File: src/rtl/stack_alu_pkg.sv
// Shared definitions for the stack-based ALU: opcode encodings.
package stack_alu_pkg;

    localparam logic [2:0] OP_PUSH = 3'b110;
    localparam logic [2:0] OP_POP  = 3'b111;
    localparam logic [2:0] OP_ADD  = 3'b100;
    localparam logic [2:0] OP_MUL  = 3'b101;

endpackage : stack_alu_pkg

File: src/rtl/stack_mem.sv
// DEPTH x N register-file LIFO. push alone appends, pop alone removes the
// top, push+pop together replaces the top two entries with wdata (net -1).
// The caller is responsible for only requesting legal operations.
module stack_mem #(
    parameter int N     = 4,
    parameter int DEPTH = 8
) (
    input  logic                       clk,
    input  logic                       rst_n,
    input  logic                       push,
    input  logic                       pop,
    input  logic [N-1:0]               wdata,
    output logic [N-1:0]               top,
    output logic [N-1:0]               next,
    output logic [$clog2(DEPTH+1)-1:0] count
);

    localparam int AW = $clog2(DEPTH);
    localparam int CW = $clog2(DEPTH + 1);

    logic [N-1:0]  mem_r [DEPTH];
    logic [CW-1:0] sp_r;
    logic [CW-1:0] sp_m1_s;
    logic [CW-1:0] sp_m2_s;
    logic [AW-1:0] wr_idx_s;
    logic [AW-1:0] top_idx_s;
    logic [AW-1:0] next_idx_s;

    // Index arithmetic; wraps harmlessly when the stack holds fewer entries.
    always_comb begin
        sp_m1_s    = sp_r - CW'(1);
        sp_m2_s    = sp_r - CW'(2);
        top_idx_s  = sp_m1_s[AW-1:0];
        next_idx_s = sp_m2_s[AW-1:0];
        if (pop) begin
            wr_idx_s = next_idx_s;
        end else begin
            wr_idx_s = sp_r[AW-1:0];
        end
    end

    // Storage write: append on push, overwrite second entry on replacement.
    always_ff @(posedge clk) begin
        if (push) begin
            mem_r[wr_idx_s] <= wdata;
        end
    end

    // Stack pointer update.
    always_ff @(posedge clk or negedge rst_n) begin
        if (!rst_n) begin
            sp_r <= CW'(0);
        end else begin
            case ({push, pop})
                2'b10:   sp_r <= sp_r + CW'(1);
                2'b01:   sp_r <= sp_m1_s;
                2'b11:   sp_r <= sp_m1_s;
                default: sp_r <= sp_r;
            endcase
        end
    end

    assign top   = mem_r[top_idx_s];
    assign next  = mem_r[next_idx_s];
    assign count = sp_r;

endmodule : stack_mem

File: src/rtl/stack_based_alu.sv
// Signed stack machine: opcode decode, add/mul datapath with signed
// overflow detection, and registered result/overflow outputs.
module stack_based_alu
    import stack_alu_pkg::*;
#(
    parameter int N     = 4,
    parameter int DEPTH = 8
) (
    input  logic         clk,
    input  logic         rst_n,
    input  logic [2:0]   opcode,
    input  logic [N-1:0] input_data,
    output logic [N-1:0] output_data,
    output logic         overflow
);

    localparam int CW = $clog2(DEPTH + 1);
    localparam logic [CW-1:0] FULL_C = CW'(DEPTH);

    logic [N-1:0]          top_s;
    logic [N-1:0]          next_s;
    logic [CW-1:0]         count_s;
    logic                  empty_s;
    logic                  full_s;
    logic                  two_s;
    logic                  is_alu_s;
    logic                  alu_ok_s;
    logic                  push_s;
    logic                  pop_s;
    logic [N-1:0]          wdata_s;
    logic signed [N-1:0]   a_s;
    logic signed [N-1:0]   b_s;
    logic [N-1:0]          sum_s;
    logic                  add_ovf_s;
    logic signed [2*N-1:0] prod_s;
    logic [N:0]            prod_hi_s;
    logic                  mul_ovf_s;
    logic [N-1:0]          output_data_r;
    logic                  overflow_r;

    stack_mem #(
        .N     (N),
        .DEPTH (DEPTH)
    ) u_stack_mem (
        .clk   (clk),
        .rst_n (rst_n),
        .push  (push_s),
        .pop   (pop_s),
        .wdata (wdata_s),
        .top   (top_s),
        .next  (next_s),
        .count (count_s)
    );

    // Arithmetic on A (second-from-top) and B (top) with overflow flags.
    always_comb begin
        a_s       = $signed(next_s);
        b_s       = $signed(top_s);
        sum_s     = next_s + top_s;
        add_ovf_s = (next_s[N-1] == top_s[N-1]) && (sum_s[N-1] != next_s[N-1]);
        prod_s    = a_s * b_s;
        prod_hi_s = prod_s[2*N-1:N-1];
        mul_ovf_s = !((&prod_hi_s) || (~|prod_hi_s));
    end

    // Opcode decode into stack push/pop requests; illegal ops become no-ops.
    always_comb begin
        empty_s  = (count_s == CW'(0));
        full_s   = (count_s == FULL_C);
        two_s    = (count_s >= CW'(2));
        is_alu_s = (opcode == OP_ADD) || (opcode == OP_MUL);
        alu_ok_s = is_alu_s && two_s;
        push_s   = ((opcode == OP_PUSH) && !full_s) || alu_ok_s;
        pop_s    = ((opcode == OP_POP) && !empty_s) || alu_ok_s;
        if (opcode == OP_MUL) begin
            wdata_s = prod_s[N-1:0];
        end else if (opcode == OP_ADD) begin
            wdata_s = sum_s;
        end else begin
            wdata_s = input_data;
        end
    end

    // Registered result and overflow; held under NOP, PUSH and illegal ops.
    always_ff @(posedge clk or negedge rst_n) begin
        if (!rst_n) begin
            output_data_r <= {N{1'b0}};
            overflow_r    <= 1'b0;
        end else begin
            case (opcode)
                OP_POP: begin
                    if (!empty_s) begin
                        output_data_r <= top_s;
                        overflow_r    <= 1'b0;
                    end
                end
                OP_ADD: begin
                    if (two_s) begin
                        output_data_r <= sum_s;
                        overflow_r    <= add_ovf_s;
                    end
                end
                OP_MUL: begin
                    if (two_s) begin
                        output_data_r <= prod_s[N-1:0];
                        overflow_r    <= mul_ovf_s;
                    end
                end
                default: begin
                    output_data_r <= output_data_r;
                    overflow_r    <= overflow_r;
                end
            endcase
        end
    end

    assign output_data = output_data_r;
    assign overflow    = overflow_r;

endmodule : stack_based_alu

File: config.mk
export PLATFORM = sky130hd
export DESIGN_NAME = stack_based_alu
export DESIGN_NICKNAME = d
export VERILOG_FILES = /design/src/rtl/stack_alu_pkg.sv /design/src/rtl/stack_mem.sv /design/src/rtl/stack_based_alu.sv
export SDC_FILE = /design/constraint.sdc
export NUM_CORES = 1
export LEC_CHECK = 0
export ABC_AREA = 1
export CELL_PAD_IN_SITES_DETAIL_PLACEMENT = 1
export CELL_PAD_IN_SITES_GLOBAL_PLACEMENT = 2
export CORE_MARGIN = 3
export CORE_UTILIZATION = 40
export DETAILED_ROUTE_END_ITERATION = 10
export GPL_TIMING_DRIVEN = 0
export PLACE_DENSITY_LB_ADDON = 0.1
export SYNTH_ARGS = -nofsm -noshare
export SYNTH_HDL_FRONTEND = slang
export SYNTH_SLANG_ARGS = --single-unit
File: constraint.sdc
create_clock -name clk -period 12 [get_ports clk]
set_input_delay 2.4 -clock clk [delete_from_list [all_inputs] [get_ports clk]]
set_output_delay 2.4 -clock clk [all_outputs]
set_load 0.1 [all_outputs]
## After elaboration in Yosys (flattened, before gate mapping)

Memories as Yosys holds them, arrays and structs flattened.
Index checks and enable logic that the tools add are counted.
W data, S select, Z words.

- Bits of input ports: 9
- RAM bits: 32
- Logic and storage cells: 56
- Bits in registers: 9
- Output and inout bits: 5
- Memories kept: 1

- Reductions and logical operators: 19
- Order comparisons: 1
- Multiplexer cells: 14
- Add/sub/neg operators: 4
- $mul: 1
- Equal/unequal tests: 13

Memory list:

| memory | words | width | rd ports | clocked after memory_dff | write ports | line | source |
|---|---|---|---|---|---|---|---|
| u_stack_mem.mem_r | 8 | 4 | 2 | 0 | 1 | stack_mem.sv:21 | `logic [N-1:0] mem_r [DEPTH];` |

Operators with widths:

| kind | number |
|---|---|
| $mux W4 | 5 |
| $eq A3 B3 Y1 const B | 4 |
| $pmux W4 S3 | 1 |
| $mul A4 B4 Y8 | 1 |
| $pmux W4 S2 | 1 |
| $ne A2 B2 Y1 const B | 3 |
| $mux W1 | 5 |
| $reduce_and A5 Y1 | 1 |
| $reduce_or A5 Y1 | 1 |
| $add A4 B1 Y4 const B | 1 |
| $add A4 B4 Y4 | 1 |
| $eq A2 B2 Y1 const B | 2 |
| $eq A4 B4 Y1 const B | 1 |
| $ge A4 B2 Y1 const B | 1 |
| $logic_and A1 B1 Y1 | 4 |
| $logic_not A1 Y1 | 4 |
| $logic_not A4 Y1 | 1 |
| $logic_or A1 B1 Y1 | 4 |
| $reduce_and A4 Y1 | 1 |
| $sub A4 B1 Y4 const B | 1 |
| $mux W3 | 1 |
| $pmux W1 S3 | 1 |
| $reduce_bool A3 Y1 | 1 |
| $sub A3 B2 Y3 const B | 1 |
| 5 further kinds | 5 |

## Depth between registers and ports, before layout

Gate-level depths: netlist of the first run.
An unclocked memory read counts as a cell.

- Depth after elaboration: 9
- Gate-level depth with buffers: 27
- Depth with buffers taken out: 25

## Cells and area by module

A second synthesis of the first run with hierarchy kept.

- Cell total of the unflattened synthesis: 442
- Area total of the unflattened synthesis: 3314.4 µm²

Modules (own cells, without submodules):

| module | seq. area each (µm²) | area an instance (µm²) | instances | cells each |
|---|---|---|---|---|
| stack_mem | 1061.0 | 2090.8 | 1 | 264 |
| stack_based_alu | 125.1 | 1223.7 | 1 | 178 |

## Worst setup path before layout of the first run

OpenSTA, ideal clock, no wires.

- Path type: reg-to-reg
- Start: register u_stack_mem.sp_r[0], in the netlist u_stack_mem.count[0]
- End: register overflow_r, in the netlist overflow
- Data required time: 11.926 ns
- Arrival time: 4.986 ns
- Cell stages (with the launch flop): 27
- Library setup time: 0.074 ns
- Clock period less this slack: 5.060 ns
- Path buffers: 3
- Slack: 6.940 ns
- Cell sequence: dfrtp_1 -> inv_2 -> buf_6 -> buf_2 -> ha_1 -> buf_2 -> a21oi_1 -> o21ai_0 -> o21ai_0 -> inv_1 -> o21ai_0 -> inv_1 -> nor2_1 -> fa_1 -> fa_1 -> fa_1 -> ha_1 -> inv_1 -> fa_1 -> o21ai_0 -> xor2_1 -> inv_1 -> nand3_2 -> nand2_1 -> nand2_1 -> nand3_2 -> a21oi_2

- Word-level cells in the longest chain between the ends: 9
- Elaborated cells on any way between the ends: 22
- Those cells by class: 3 x add/sub; 1 x mul; 1 x order compare; 5 x eq/ne; 3 x mux; 8 x reduce/logical; 1 x memory

RTL lines:

| item | line | source |
|---|---|---|
| start, declared | stack_mem.sv:22 | `logic [CW-1:0] sp_r;` |
| start signal, assigned | stack_mem.sv:55 | `2'b10: sp_r <= sp_r + CW'(1);` |
| start signal, assigned | stack_mem.sv:56 | `2'b01: sp_r <= sp_m1_s;` |
| start signal, assigned | stack_mem.sv:57 | `2'b11: sp_r <= sp_m1_s;` |
| $sub A4 B1 Y4 / $sub A3 B2 Y3 (equally long branches) | stack_mem.sv:31, stack_mem.sv:32 |  |
| $mem_v2 Z8 W4 | -- |  |
| $mul A4 B4 Y8 | stack_based_alu.sv:61 | `prod_s = a_s * b_s;` |
| $reduce_or A5 Y1 | stack_based_alu.sv:63 | `mul_ovf_s = !((&prod_hi_s) \|\| (~\|prod_hi_s));` |
| $logic_not A1 Y1 | stack_based_alu.sv:63 |  |
| $logic_or A1 B1 Y1 | stack_based_alu.sv:63 |  |
| $logic_not A1 Y1 | stack_based_alu.sv:63 |  |
| $mux W1 | stack_based_alu.sv:104 | `if (two_s) begin` |
| $pmux W1 S3 | stack_based_alu.sv:90 | `case (opcode)` |
| end signal, assigned | stack_based_alu.sv:100 | `overflow_r <= add_ovf_s;` |
| end signal, assigned | stack_based_alu.sv:106 | `overflow_r <= mul_ovf_s;` |
| end signal, assigned | stack_based_alu.sv:111 | `overflow_r <= overflow_r;` |
| end, declared | stack_based_alu.sv:39 | `logic overflow_r;` |

Parallel ways exist; a longest one is shown, timed or not. The select of a mux whose other input is x is not followed.
A chain may end at the register's enable or synchronous reset.

## Final worst setup path of the first run

Same ends and word-level chain as after synthesis.

==> report_table.html, run 1 <==
<table>
<tr><th>Metric</th><th>Value</th></tr>
<tr><th colspan="2">Run status</th></tr>
<tr><td>Status</td><td>finished, final reports clean</td></tr>
<tr><th colspan="2">Worst setup path</th></tr>
<tr><td>WS Path Type</td><td>flip-flop to flip-flop</td></tr>
<tr><td>Element type at the critical path end</td><td>flip-flop</td></tr>
<tr><td>Endpoint arrival time on the critical path</td><td>6.17 ns</td></tr>
<tr><td>Required arrival time at the worst endpoint</td><td>12.24 ns</td></tr>
<tr><td>R2R Setup Slk</td><td>approximately 6 ns</td></tr>
<tr><td>Critical R2R Launch</td><td>u_stack_mem.count[0]</td></tr>
<tr><td>CP startpoint kind</td><td>flip-flop</td></tr>
<tr><td>First element of the critical path</td><td>u_stack_mem.count[0]</td></tr>
<tr><td>Maximum fanout along the worst path</td><td>11</td></tr>
<tr><th colspan="2">CTS</th></tr>
<tr><td>Deepest level of the CTS H-tree</td><td>2</td></tr>
<tr><td>Post-CTS setup repair buffer count</td><td>0</td></tr>
<tr><td>TritonCTS clock tree</td><td>built</td></tr>
<tr><td>Largest buffer count on any clock path</td><td>2</td></tr>
<tr><td>Number of buffers created by CTS</td><td>5</td></tr>
<tr><td>Root buffer selected by CTS</td><td>clkbuf_8</td></tr>
<tr><td>Number of sinks on the clock net</td><td>41</td></tr>
<tr><td>Post_cts resized</td><td>0</td></tr>
<tr><td>Post-CTS Hold Fix Bufs</td><td>0</td></tr>
<tr><td>Worst-path clk slew</td><td>0.09 ns</td></tr>
<tr><td>Latest clock arrival within the worst-skew pair</td><td>a little over 0.3 ns</td></tr>
<tr><th colspan="2">Drt</th></tr>
<tr><td>Total number of vias</td><td>between 2,000 and 3,000</td></tr>
<tr><td>Number of detailed-routing iterations run before antenna repair</td><td>5</td></tr>
<tr><td>Residual antenna-violating net count after detailed routing</td><td>0</td></tr>
<tr><td>Post-detailed-route via-to-cell ratio</td><td>~5</td></tr>
<tr><td>Wirelength, routed</td><td>between 8000 and 9000 um</td></tr>
<tr><td>Post-route DRC</td><td>0</td></tr>
<tr><td>Violation count after the first detailed-routing iteration</td><td>about 150</td></tr>
<tr><td>Average routed wire per standard cell</td><td>16.6 um</td></tr>
<tr><th colspan="2">Final layout</th></tr>
<tr><td>Reg area</td><td>1190 um2</td></tr>
<tr><td>Growth of design area from synthesis to finish</td><td>10.9%</td></tr>
<tr><td>Area of the multi-input gates</td><td>1680 um2</td></tr>
<tr><td>Share of final-layout standard cells stronger than drive strength 1</td><td>10.8%</td></tr>
<tr><td>Leading cell type in the layout, fill and taps excluded</td><td>nand2_1</td></tr>
<tr><td>Fin nets</td><td>456</td></tr>
<tr><td>Design Area, Final</td><td>3580 um2</td></tr>
<tr><td>Highest-count cells in the layout ignoring fill and taps</td><td>nand2_1 (93), inv_1 (69), edfxtp_1 (32), o21ai_0 (31), nor2_1 (29)</td></tr>
<tr><td>Antenna Diode Count</td><td>0</td></tr>
<tr><td>Layout fillers</td><td>958</td></tr>
<tr><th colspan="2">Placement</th></tr>
<tr><td>Post-DP HPWL</td><td>6950 um</td></tr>
<tr><td>Global placer's final weighted congestion</td><td>0.777</td></tr>
<tr><td>Buffers on Ports</td><td>13</td></tr>
<tr><td>Placed standard-cell area</td><td>between 3000 and 4000 um2</td></tr>
<tr><th colspan="2">Timing</th></tr>
<tr><td>Worst Skew</td><td>0.0153 ns</td></tr>
<tr><td>Fin. Hold Viols</td><td>0</td></tr>
<tr><td>Period Utilization, post-route</td><td>49.4%</td></tr>
<tr><td>Setup TNS</td><td>0 ns</td></tr>
<tr><td>Final count of pins violating max slew</td><td>0</td></tr>
<tr><td>RSZ-0062 raised after global routing</td><td>no</td></tr>
<tr><td>Headroom to the max-slew limit</td><td>34.0%</td></tr>
<tr><td>Final critical path time including I/O delays and setup</td><td>5.93 ns</td></tr>
<tr><td>F_max</td><td>169 MHz</td></tr>
<tr><td>Transition time at the pin with the least slew margin</td><td>0.986 ns</td></tr>
<tr><td>Final setup violating endpoints</td><td>0</td></tr>
<tr><th colspan="2">Floorplan</th></tr>
<tr><td>Die area</td><td>9180 um2</td></tr>
<tr><td>Num ports</td><td>14</td></tr>
<tr><td>CORE AREA</td><td>around 8000 um2</td></tr>
<tr><td>Row count</td><td>32</td></tr>
<tr><td>Die X</td><td>95.8 um</td></tr>
<tr><td>Height of the die</td><td>95.8 um</td></tr>
<tr><td>Effective utilization at floorplan</td><td>between 40 and 50%</td></tr>
<tr><th colspan="2">Synthesis</th></tr>
<tr><td>Number of library cell types mapped by synthesis</td><td>37</td></tr>
<tr><td>Net count after synthesis</td><td>436</td></tr>
<tr><td>Post-synthesis instance area</td><td>3230 um2</td></tr>
<tr><td>Mapped Cells</td><td>~400</td></tr>
<tr><td>Most instantiated flip-flop cell in the synthesis netlist</td><td>edfxtp_1</td></tr>
<tr><td>Sequential fraction of the synthesis area</td><td>36.8%</td></tr>
<tr><td>Flop and latch count out of synthesis</td><td>41</td></tr>
<tr><td>Mean instance size in the synthesized netlist</td><td>8.17 um2</td></tr>
<tr><td>Count of warnings emitted by yosys</td><td>0</td></tr>
<tr><td>Post-synth EDFFs</td><td>32</td></tr>
<tr><td>Fraction of registers with async set or reset after synthesis</td><td>22.0%</td></tr>
<tr><th colspan="2">GRT</th></tr>
<tr><td>Total Routing Usage GR</td><td>20.6%</td></tr>
<tr><td>Antenna violations before repair</td><td>0</td></tr>
<tr><td>Final global-route overflow total</td><td>0</td></tr>
<tr><td>Maximum number of pins on one net before global-route repair</td><td>16</td></tr>
<tr><td>Number of global-route vias before repair</td><td>~2,800</td></tr>
<tr><td>Wire length of the first global-routing pass</td><td>~14,000 um</td></tr>
<tr><th colspan="2">Run</th></tr>
<tr><td>Number of maximum-capacitance violations</td><td>0</td></tr>
<tr><th colspan="2">Worst hold path</th></tr>
<tr><td>Path class of the lowest-slack min-delay path</td><td>flip-flop to flip-flop</td></tr>
<tr><td>Min-Delay Startpoint</td><td>overflow</td></tr>
</table>
Yosys cell counts (2+ instances only):
cell type | count | area, um2
fa_1 | 10 | 200
xnor2_1 | 4 | 35.0
nand3_2 | 6 | 60.1
dfrtp_1 | 9 | 225
nand2_1 | 93 | 349
o21ai_1 | 4 | 20.0
inv_2 | 4 | 15.0
nand2_2 | 5 | 31.3
xor2_1 | 3 | 26.3
edfxtp_1 | 32 | 961
inv_1 | 69 | 259
nor2_1 | 29 | 109
nand2_4 | 5 | 56.3
a31oi_1 | 3 | 18.8
a22o_1 | 2 | 17.5
ha_1 | 22 | 275
a21oi_1 | 20 | 100
buf_6 | 2 | 22.5
buf_2 | 4 | 20.0
nand3_1 | 20 | 100
o21ai_0 | 31 | 155
or2_2 | 2 | 12.5
nand4_1 | 2 | 12.5
final timing paths:
check,endpoint,depth (start not counted)
worst min register to register,overflow,2
worst max register to register,overflow,26
worst max-delay path,overflow,26
min in group asynchronous,u_stack_mem.count[0],1
max in group asynchronous,output_data[3],1
worst min-delay path,overflow,2
stage by stage:
stage / utilization [%] / instances / hold WS (ns) / setup slack, ns
floorplan: - / 395 / 0.501 / 6.94
global placement: 44.8 / 510 / 0.501 / 6.06
detailed placement: 44.8 / 510 / 0.508 / 6.05
CTS: 46.1 / 518 / 0.528 / 5.99
global route: 46.1 / 518 / 0.553 / 5.64
finish: 46.1 / 518 / 0.526 / 6.07
metal layers:
| metal | part of all wire (%) | track usage (%) | wire, um | vias up |
|---|---|---|---|---|
| met1 | 47 | 27.4 | 4030 | 1275 |
| li1 | - | - | - | 1316 |
| met3 | 2.7 | 2.58 | 232 | 7 |
| met5 | 0 | 0 | 0 | - |
| met2 | 49 | 36.0 | 4250 | 31 |
| met4 | 1.0 | 4.27 | 87 | 0 |
cell type report:
class | instances | share of cell area (%)
Inverter | 74 | 7.80
Sequential cell | 41 | 33.2
Clock buffer | 5 | 1.92
Clock inverter | 3 | 0.700
Multi-Input combinational cell | 270 | 46.9
Buffer | 10 | 2.31
Tap cell | 102 | 3.57
Timing Repair Buffer | 13 | 3.64
registers in the layout, summed over array words and instances, names as in the netlist:
register	cells
u_stack_mem.count	4
overflow	1
output_data	4
u_stack_mem.mem_r	32
critical path: stages (launching register included):
cell     delay [ns]
dfrtp_1        0.43
inv_2          0.15
buf_6          0.16
buf_2          0.28
ha_1           0.29
buf_2          0.22
a21oi_1        0.13
o21ai_0        0.10
o21ai_0        0.09
inv_1          0.08
o21ai_0        0.49
inv_1          0.16
nor2_1         0.15
fa_1           0.46
fa_1           0.51
fa_1           0.53
ha_1           0.20
inv_1          0.07
fa_1           0.41
o21ai_0        0.23
xor2_1         0.23
inv_1          0.08
nand3_2        0.10
nand2_1        0.06
nand2_1        0.06
nand3_2        0.08
a21oi_2        0.12
logic make-up after synthesis:
group / count (synthesis) / share of synthesized area [%]
DFF: 41 / 36.8
AOI/OAI and AO/OA: 65 / 11.2
adders and majority gates: 32 / 14.7
and+or+nand+nor: 165 / 23.7
buffers and inverters: 84 / 11.2
xor gates and xnor gates: 8 / 2.41
Power of run 1 is left out: the tool's default activity adds up to more than one toggle a clock period on the data nets, which glitch-free logic cannot reach.
==> run 2: changes to the inputs <==
CORE_UTILIZATION = 37   (was 40)
clock period = 6 ns   (was 12 ns; I/O delays follow)
==> report_table.html, run 2 (synthesis gave the netlist of run 1 again) <==
<table>
<tr><th>Metric</th><th>Value</th></tr>
<tr><th colspan="2">Final layout</th></tr>
<tr><td>Top register by number of flip-flops</td><td>u_stack_mem.mem_r (unchanged)</td></tr>
<tr><td>Fin nets</td><td>456 (unchanged)</td></tr>
<tr><td>Highest-count cells in the layout ignoring fill and taps</td><td>nand2_1 (93), inv_1 (69), edfxtp_1 (32), nor2_1 (29), o21ai_0 (29) (was nand2_1 (93), inv_1 (69), edfxtp_1 (32), o21ai_0 (31), nor2_1 (29))</td></tr>
<tr><td>Growth of design area from synthesis to finish</td><td>11.9% (was 10.9%)</td></tr>
<tr><td>Leading cell type in the layout, fill and taps excluded</td><td>nand2_1 (unchanged)</td></tr>
<tr><td>Reg area</td><td>1190 um2 (unchanged)</td></tr>
<tr><td>Fin cells</td><td>521 (was 518)</td></tr>
<tr><td>Flip-flop count of the largest register, all copies and words added</td><td>32 (unchanged)</td></tr>
<tr><td>Antenna Diode Count</td><td>0 (unchanged)</td></tr>
<tr><td>Share of final-layout standard cells stronger than drive strength 1</td><td>11.5% (was 10.8%)</td></tr>
<tr><td>Layout fillers</td><td>1,009 (was 958)</td></tr>
<tr><td>Area of the multi-input gates</td><td>1700 um2 (was 1680 um2)</td></tr>
<tr><th colspan="2">Drt</th></tr>
<tr><td>Residual antenna-violating net count after detailed routing</td><td>0 (unchanged)</td></tr>
<tr><td>Number of detailed-routing iterations run before antenna repair</td><td>4 (was 5)</td></tr>
<tr><td>Total number of vias</td><td>2,669 (was 2,629)</td></tr>
<tr><td>Average routed wire per standard cell</td><td>16.8 um (was 16.6 um)</td></tr>
<tr><td>Violation count after the first detailed-routing iteration</td><td>63 (was 148)</td></tr>
<tr><td>Wirelength, routed</td><td>8740 um (was 8600 um)</td></tr>
<tr><td>Post-route DRC</td><td>0 (unchanged)</td></tr>
<tr><td>Post-detailed-route via-to-cell ratio</td><td>5.12 (was 5.08)</td></tr>
<tr><th colspan="2">GRT</th></tr>
<tr><td>Wire length of the first global-routing pass</td><td>14,700 um (was 14,100 um)</td></tr>
<tr><td>Met2 track demand over resource in global routing</td><td>32.4% (was 36.0%)</td></tr>
<tr><td>Met3 track utilization from global routing</td><td>1.89% (was 2.58%)</td></tr>
<tr><td>Antenna violations before repair</td><td>0 (unchanged)</td></tr>
<tr><td>Maximum number of pins on one net before global-route repair</td><td>16 (unchanged)</td></tr>
<tr><td>Number of global-route vias before repair</td><td>2,863 (was 2,819)</td></tr>
<tr><td>Most Crowded Layer GR</td><td>met2 (unchanged)</td></tr>
<tr><td>Met1 routing resource usage after global routing</td><td>26.8% (was 27.4%)</td></tr>
<tr><td>Final global-route overflow total</td><td>0 (unchanged)</td></tr>
<tr><td>Total Routing Usage GR</td><td>19.1% (was 20.6%)</td></tr>
<tr><th colspan="2">Timing</th></tr>
<tr><td>Final count of pins violating max slew</td><td>0 (unchanged)</td></tr>
<tr><td>Hold slack</td><td>0.527 ns (was 0.526 ns)</td></tr>
<tr><td>Setup TNS</td><td>0 ns (unchanged)</td></tr>
<tr><td>Transition time at the pin with the least slew margin</td><td>0.987 ns (was 0.986 ns)</td></tr>
<tr><td>RSZ-0062 raised after global routing</td><td>no (unchanged)</td></tr>
<tr><td>Period Utilization, post-route</td><td>93.3% (was 49.4%)</td></tr>
<tr><td>Worst Skew</td><td>0.0125 ns (was 0.0153 ns)</td></tr>
<tr><td>Final critical path time including I/O delays and setup</td><td>5.60 ns (was 5.93 ns)</td></tr>
<tr><td>Worst setup margin</td><td>0.402 ns (was 6.07 ns)</td></tr>
<tr><td>Fin. Hold Viols</td><td>0 (unchanged)</td></tr>
<tr><td>Headroom to the max-slew limit</td><td>34.0% (about the same)</td></tr>
<tr><td>Final setup violating endpoints</td><td>0 (unchanged)</td></tr>
<tr><td>F_max</td><td>179 MHz (was 169 MHz)</td></tr>
<tr><th colspan="2">CTS</th></tr>
<tr><td>Post-CTS setup repair buffer count</td><td>0 (unchanged)</td></tr>
<tr><td>Worst-path clk slew</td><td>0.09 ns (about the same)</td></tr>
<tr><td>Post-CTS Hold Fix Bufs</td><td>0 (unchanged)</td></tr>
<tr><td>TritonCTS clock tree</td><td>built (unchanged)</td></tr>
<tr><td>Root buffer selected by CTS</td><td>clkbuf_8 (unchanged)</td></tr>
<tr><td>Largest buffer count on any clock path</td><td>2 (unchanged)</td></tr>
<tr><td>Latest clock arrival within the worst-skew pair</td><td>0.30 ns (was 0.31 ns)</td></tr>
<tr><td>Deepest level of the CTS H-tree</td><td>2 (unchanged)</td></tr>
<tr><td>Number of buffers created by CTS</td><td>5 (unchanged)</td></tr>
<tr><td>Number of sinks on the clock net</td><td>41 (unchanged)</td></tr>
<tr><th colspan="2">Run status</th></tr>
<tr><td>Status</td><td>finished, final reports clean (unchanged)</td></tr>
<tr><th colspan="2">Placement</th></tr>
<tr><td>Worst-case setup slack after placement</td><td>-0.141 ns (was 6.05 ns)</td></tr>
<tr><td>Number of instances in the placed design</td><td>513 (was 510)</td></tr>
<tr><td>Buffers on Ports</td><td>13 (unchanged)</td></tr>
<tr><td>Post-DP HPWL</td><td>7080 um (was 6950 um)</td></tr>
<tr><td>Global placer's final weighted congestion</td><td>0.789 (was 0.777)</td></tr>
<tr><th colspan="2">Floorplan</th></tr>
<tr><td>Die area</td><td>9870 um2 (was 9180 um2)</td></tr>
<tr><td>CORE AREA</td><td>8340 um2 (was 7770 um2)</td></tr>
<tr><td>Effective utilization at floorplan</td><td>38.7% (was 41.5%)</td></tr>
<tr><td>Height of the die</td><td>99.4 um (was 95.8 um)</td></tr>
<tr><td>Row count</td><td>33 (was 32)</td></tr>
<tr><td>Num ports</td><td>14 (unchanged)</td></tr>
<tr><td>Die X</td><td>99.4 um (was 95.8 um)</td></tr>
<tr><th colspan="2">Worst setup path</th></tr>
<tr><td>CP startpoint kind</td><td>flip-flop (unchanged)</td></tr>
<tr><td>Endpoint arrival time on the critical path</td><td>5.83 ns (was 6.17 ns)</td></tr>
<tr><td>Element type at the critical path end</td><td>flip-flop (unchanged)</td></tr>
<tr><td>Critical Path Slowest Stage Cell</td><td>fa_1 (unchanged)</td></tr>
<tr><td>Delay of the slowest cell on the worst path</td><td>0.54 ns (was 0.53 ns)</td></tr>
<tr><td>WS Path Type</td><td>flip-flop to flip-flop (unchanged)</td></tr>
<tr><td>Maximum fanout along the worst path</td><td>11 (unchanged)</td></tr>
<tr><td>Required arrival time at the worst endpoint</td><td>6.23 ns (was 12.24 ns)</td></tr>
<tr><th colspan="2">Run</th></tr>
<tr><td>Number of maximum-capacitance violations</td><td>0 (unchanged)</td></tr>
<tr><th colspan="2">Worst hold path</th></tr>
<tr><td>Path class of the lowest-slack min-delay path</td><td>flip-flop to flip-flop (unchanged)</td></tr>
</table>
==> run 2: worst paths after layout <==
kind	start	end	slack, ns	depth (start not counted)
max	u_stack_mem.count[0]	overflow	0.40	26
min	overflow	overflow	0.53	2
max reg2reg	u_stack_mem.count[0]	overflow	0.40	26
min reg2reg	overflow	overflow	0.53	2
max in group asynchronous	rst_n	u_stack_mem.count[0]	4.50	1
min in group asynchronous	rst_n	overflow	1.20	1
==> run 2: cell type report <==
cell class / count / area share [%]
buffer: 10 / 2.46
clock buffer: 5 / 1.91
inverter: 74 / 7.73
sequential: 41 / 32.9
multi-input combinational: 270 / 47.1
clock inverter: 3 / 0.693
tap: 105 / 3.64
timing repair buffer: 13 / 3.60
==> run 2: worst max-delay path, delay by kind of cell (launching register included) <==
family                   cells  cell delay, ns
adder cells (fa/ha/maj)      6            2.39
buffers and inverters        8            1.12
AO/OA/AOI/OAI                6            0.85
AND/OR/NAND/NOR              5            0.47
flip-flops                   1            0.43
XOR/XNOR                     1            0.24
==> run 2: metal layers <==
metal	wire length, um	share of wire, %
met5	0	0
met4	39	0.45
met3	137	1.6
met2	4280	49
met1	4280	49
==> run 2: per-stage QoR <==
stage / util [%] / area [um2]
5_1_grt: 43.3 / 3610
4_1_cts: 43.0 / 3580
6_report: 43.3 / 3610
3_3_place_gp: 41.8 / 3490
2_1_floorplan: - / 3230
3_5_place_dp: 41.8 / 3490
==> run 2: repair_timing <==
item / in CTS / in global routing
hold endpoints to repair: 0 / 0
gates resized for setup: 2 / 8
setup endpoints to repair: 1 / 1
Power of run 2 is left out for the same reason.
==> run 3: changes to the inputs <==
CORE_UTILIZATION = 36   (was 37)
SYNTH_HIERARCHICAL = 1   (was default)
==> report_table.html, run 3 <==
<table>
<tr><th>Metric</th><th>Value</th></tr>
<tr><th colspan="2">CTS</th></tr>
<tr><td>Worst-path clk slew</td><td>0.08 ns (was 0.09 ns)</td></tr>
<tr><td>Largest buffer count on any clock path</td><td>2 (unchanged)</td></tr>
<tr><td>Post-CTS Hold Fix Bufs</td><td>0 (unchanged)</td></tr>
<tr><td>Number of buffers created by CTS</td><td>5 (unchanged)</td></tr>
<tr><td>Deepest level of the CTS H-tree</td><td>2 (unchanged)</td></tr>
<tr><td>TritonCTS clock tree</td><td>built (unchanged)</td></tr>
<tr><td>Root buffer selected by CTS</td><td>clkbuf_8 (unchanged)</td></tr>
<tr><td>Latest clock arrival within the worst-skew pair</td><td>0.29 ns (was 0.30 ns)</td></tr>
<tr><td>Number of sinks on the clock net</td><td>41 (unchanged)</td></tr>
<tr><th colspan="2">Synthesis</th></tr>
<tr><td>Synth top area cells</td><td>edfxtp_1 (29%), nand2_1 (19%), inv_1 (8.9%), ha_1 (7.9%), nand3_1 (7.4%) (was edfxtp_1 (30%), nand2_1 (11%), ha_1 (8.5%), inv_1 (8.0%), dfrtp_1 (7.0%))</td></tr>
<tr><td>Mapped Cells</td><td>442 (was 395)</td></tr>
<tr><td>Post-synthesis instance area</td><td>3310 um2 (was 3230 um2)</td></tr>
<tr><td>Most common library cells after synthesis</td><td>nand2_1 (167), inv_1 (79), nand3_1 (49) (was nand2_1 (93), inv_1 (69), edfxtp_1 (32))</td></tr>
<tr><td>Count of warnings emitted by yosys</td><td>6 (was 0)</td></tr>
<tr><td>Cell type with the largest total area after synthesis</td><td>edfxtp_1 (unchanged)</td></tr>
<tr><td>Flop and latch count out of synthesis</td><td>41 (unchanged)</td></tr>
<tr><td>Fraction of registers with async set or reset after synthesis</td><td>22.0% (unchanged)</td></tr>
<tr><td>Mean instance size in the synthesized netlist</td><td>7.50 um2 (was 8.17 um2)</td></tr>
<tr><td>Leading cell type by number of instances after synthesis</td><td>nand2_1 (unchanged)</td></tr>
<tr><td>Most instantiated flip-flop cell in the synthesis netlist</td><td>edfxtp_1 (unchanged)</td></tr>
<tr><td>Number of library cell types mapped by synthesis</td><td>32 (was 37)</td></tr>
<tr><td>Sequential fraction of the synthesis area</td><td>35.8% (was 36.8%)</td></tr>
<tr><td>Synth top area share</td><td>29.0% (was 29.8%)</td></tr>
<tr><td>Net count after synthesis</td><td>482 (was 436)</td></tr>
<tr><td>Post-synth EDFFs</td><td>32 (unchanged)</td></tr>
<tr><th colspan="2">Worst hold path</th></tr>
<tr><td>Path class of the lowest-slack min-delay path</td><td>flip-flop to flip-flop (unchanged)</td></tr>
<tr><td>Hold-critical path depth</td><td>1 (was 2)</td></tr>
<tr><th colspan="2">Worst setup path</th></tr>
<tr><td>Worst R2R Path Depth</td><td>29 (was 26)</td></tr>
<tr><td>Cell family with the largest share of critical-path delay</td><td>adder cells (unchanged)</td></tr>
<tr><td>CP startpoint kind</td><td>flip-flop (unchanged)</td></tr>
<tr><td>Element type at the critical path end</td><td>flip-flop (unchanged)</td></tr>
<tr><td>Endpoint arrival time on the critical path</td><td>5.66 ns (was 5.83 ns)</td></tr>
<tr><td>WS Path Type</td><td>flip-flop to flip-flop (unchanged)</td></tr>
<tr><td>Required arrival time at the worst endpoint</td><td>6.19 ns (was 6.23 ns)</td></tr>
<tr><td>Maximum fanout along the worst path</td><td>10 (was 11)</td></tr>
<tr><td>Critical Path Slowest Stage Cell</td><td>fa_1 (unchanged)</td></tr>
<tr><td>Buffers &amp; Inverters on Critical Path</td><td>10 (was 8)</td></tr>
<tr><td>Worst path most repeated cell</td><td>nand2_1</td></tr>
<tr><td>Number of cells on the critical path</td><td>29 (was 26)</td></tr>
<tr><td>Delay of the slowest cell on the worst path</td><td>0.54 ns (about the same)</td></tr>
<tr><th colspan="2">Timing</th></tr>
<tr><td>Fin. Hold Viols</td><td>0 (unchanged)</td></tr>
<tr><td>Setup TNS</td><td>0 ns (unchanged)</td></tr>
<tr><td>F_max</td><td>183 MHz (was 179 MHz)</td></tr>
<tr><td>Final setup violating endpoints</td><td>0 (unchanged)</td></tr>
<tr><td>Period Utilization, post-route</td><td>91.2% (was 93.3%)</td></tr>
<tr><td>Final count of pins violating max slew</td><td>0 (unchanged)</td></tr>
<tr><td>Final critical path time including I/O delays and setup</td><td>5.47 ns (was 5.60 ns)</td></tr>
<tr><td>Worst Skew</td><td>0.00950 ns (was 0.0125 ns)</td></tr>
<tr><td>RSZ-0062 raised after global routing</td><td>no (unchanged)</td></tr>
<tr><td>Transition time at the pin with the least slew margin</td><td>0.971 ns (was 0.987 ns)</td></tr>
<tr><td>Headroom to the max-slew limit</td><td>35.0% (was 34.0%)</td></tr>
<tr><th colspan="2">Final layout</th></tr>
<tr><td>Fin cells</td><td>573 (was 521)</td></tr>
<tr><td>Highest-count cells in the layout ignoring fill and taps</td><td>nand2_1 (167), inv_1 (79), nand3_1 (49), edfxtp_1 (32), ha_1 (21) (was nand2_1 (93), inv_1 (69), edfxtp_1 (32), nor2_1 (29), o21ai_0 (29))</td></tr>
<tr><td>Leading cell type in the layout, fill and taps excluded</td><td>nand2_1 (unchanged)</td></tr>
<tr><td>Antenna Diode Count</td><td>0 (unchanged)</td></tr>
<tr><td>Flip-flop count of the largest register, all copies and words added</td><td>32 (unchanged)</td></tr>
<tr><td>Fin nets</td><td>505 (was 456)</td></tr>
<tr><td>Layout fillers</td><td>1,124 (was 1,009)</td></tr>
<tr><td>Top register by number of flip-flops</td><td>u_stack_mem/mem_r (was u_stack_mem.mem_r)</td></tr>
<tr><td>Share of final-layout standard cells stronger than drive strength 1</td><td>7.96% (was 11.5%)</td></tr>
<tr><td>Growth of design area from synthesis to finish</td><td>11.9% (about the same)</td></tr>
<tr><th colspan="2">Placement</th></tr>
<tr><td>Buffers on Ports</td><td>13 (unchanged)</td></tr>
<tr><td>Number of instances in the placed design</td><td>563 (was 513)</td></tr>
<tr><td>Global placer's final weighted congestion</td><td>0.820 (was 0.789)</td></tr>
<tr><td>Post-DP HPWL</td><td>7210 um (was 7080 um)</td></tr>
<tr><th colspan="2">Floorplan</th></tr>
<tr><td>Die X</td><td>102 um (was 99.4 um)</td></tr>
<tr><td>Row count</td><td>34 (was 33)</td></tr>
<tr><td>Effective utilization at floorplan</td><td>37.5% (was 38.7%)</td></tr>
<tr><td>Height of the die</td><td>102 um (was 99.4 um)</td></tr>
<tr><td>CORE AREA</td><td>8850 um2 (was 8340 um2)</td></tr>
<tr><td>Num ports</td><td>14 (unchanged)</td></tr>
<tr><td>Die area</td><td>10,400 um2 (was 9870 um2)</td></tr>
<tr><th colspan="2">Run status</th></tr>
<tr><td>Status</td><td>finished, final reports clean (unchanged)</td></tr>
<tr><th colspan="2">GRT</th></tr>
<tr><td>Antenna violations before repair</td><td>0 (unchanged)</td></tr>
<tr><td>Maximum number of pins on one net before global-route repair</td><td>13 (was 16)</td></tr>
<tr><td>Final global-route overflow total</td><td>0 (unchanged)</td></tr>
<tr><td>Wire length of the first global-routing pass</td><td>15,500 um (was 14,700 um)</td></tr>
<tr><td>Total Routing Usage GR</td><td>19.4% (was 19.1%)</td></tr>
<tr><td>Number of global-route vias before repair</td><td>3,089 (was 2,863)</td></tr>
<tr><th colspan="2">Run</th></tr>
<tr><td>Number of maximum-capacitance violations</td><td>0 (unchanged)</td></tr>
<tr><th colspan="2">Drt</th></tr>
<tr><td>Residual antenna-violating net count after detailed routing</td><td>0 (unchanged)</td></tr>
<tr><td>Total number of vias</td><td>2,862 (was 2,669)</td></tr>
<tr><td>Post-route DRC</td><td>0 (unchanged)</td></tr>
<tr><td>Post-detailed-route via-to-cell ratio</td><td>4.99 (was 5.12)</td></tr>
<tr><td>Violation count after the first detailed-routing iteration</td><td>115 (was 63)</td></tr>
<tr><td>Number of detailed-routing iterations run before antenna repair</td><td>6 (was 4)</td></tr>
<tr><td>Average routed wire per standard cell</td><td>15.8 um (was 16.8 um)</td></tr>
<tr><td>Wirelength, routed</td><td>9040 um (was 8740 um)</td></tr>
</table>
## run 3: cell count changes in the layout (fill, tap and decap cells not counted), sizes merged, moves of 6 or more
cell	delta
inv	+6
nor2	-9
a21oi	-15
nand3	+26
o21ai	-28
nand2	+67
buf	+8
## run 3: worst register-to-register path: cells and delay by family (launching register included)
kind                     cells  cell delay [ns]
AND/OR/NAND/NOR             12             1.31
AO/OA/AOI/OAI                1             0.05
buffers and inverters       10             1.22
flip-flops                   1             0.41
adder cells (fa/ha/maj)      6             2.38
## run 3: repair_timing
item | in CTS | in global routing
setup endpoints to repair | 0 | 1
setup buffers | 0 | 3
gates resized for setup | 0 | 1
## run 3: through the flow
step | hold slack [ns] | worst slack (ns) | util (%) | cell area, um2
finish | 0.519 | 0.526 | 41.9 | 3710
global route | 0.562 | 0.0830 | 41.9 | 3710
CTS | 0.524 | 0.275 | 41.6 | 3680
detailed placement | 0.505 | 0.318 | 40.5 | 3580
global placement | 0.499 | 0.308 | 40.5 | 3580
floorplan | 0.550 | 1.16 | - | 3310
## run 3: logic make-up after synthesis
group,after synthesis,synth area share [%]
buffers and inverters,94,12.6
xor gates and xnor gates,7,2.08
DFF,41,35.8
adders and majority gates,31,14.0
AOI/OAI and AO/OA,21,4.34
and+or+nand+nor,248,31.3
## run 3: layout make-up
type / instances / area, um2 / area share [%]
multi-input cells: 307 / 1710 / 46.1
clock inverters: 2 / 35.0 / 0.944
well taps: 108 / 135 / 3.64
inverters: 82 / 314 / 8.47
clock buffers: 5 / 68.8 / 1.85
repair buffers: 16 / 153 / 4.11
flip-flops and latches: 41 / 1190 / 32.0
plain buffers: 12 / 106 / 2.87
## run 3: metal layers
layer | vias up | track usage (%) | share of wire (%) | wire length (um)
li1 | 1427 | - | - | -
met1 | 1411 | 26.6 | 49 | 4390
met2 | 18 | 33.4 | 49 | 4390
met3 | 6 | 2.46 | 2.1 | 186
met4 | 0 | 3.83 | 0.82 | 74
met5 | - | 0 | 0 | 0
## run 3: final timing paths
path | start | to | slack, ns
setup / recovery | u_stack_mem/count[0] | overflow | 0.53
hold / removal | output_data[3] | output_data[3] | 0.52
setup reg to reg | u_stack_mem/count[0] | overflow | 0.53
hold reg to reg | output_data[3] | output_data[3] | 0.52
max in group asynchronous | rst_n | u_stack_mem/count[1] | 4.48
min in group asynchronous | rst_n | overflow | 1.21
Power of run 3 is left out for the same reason.
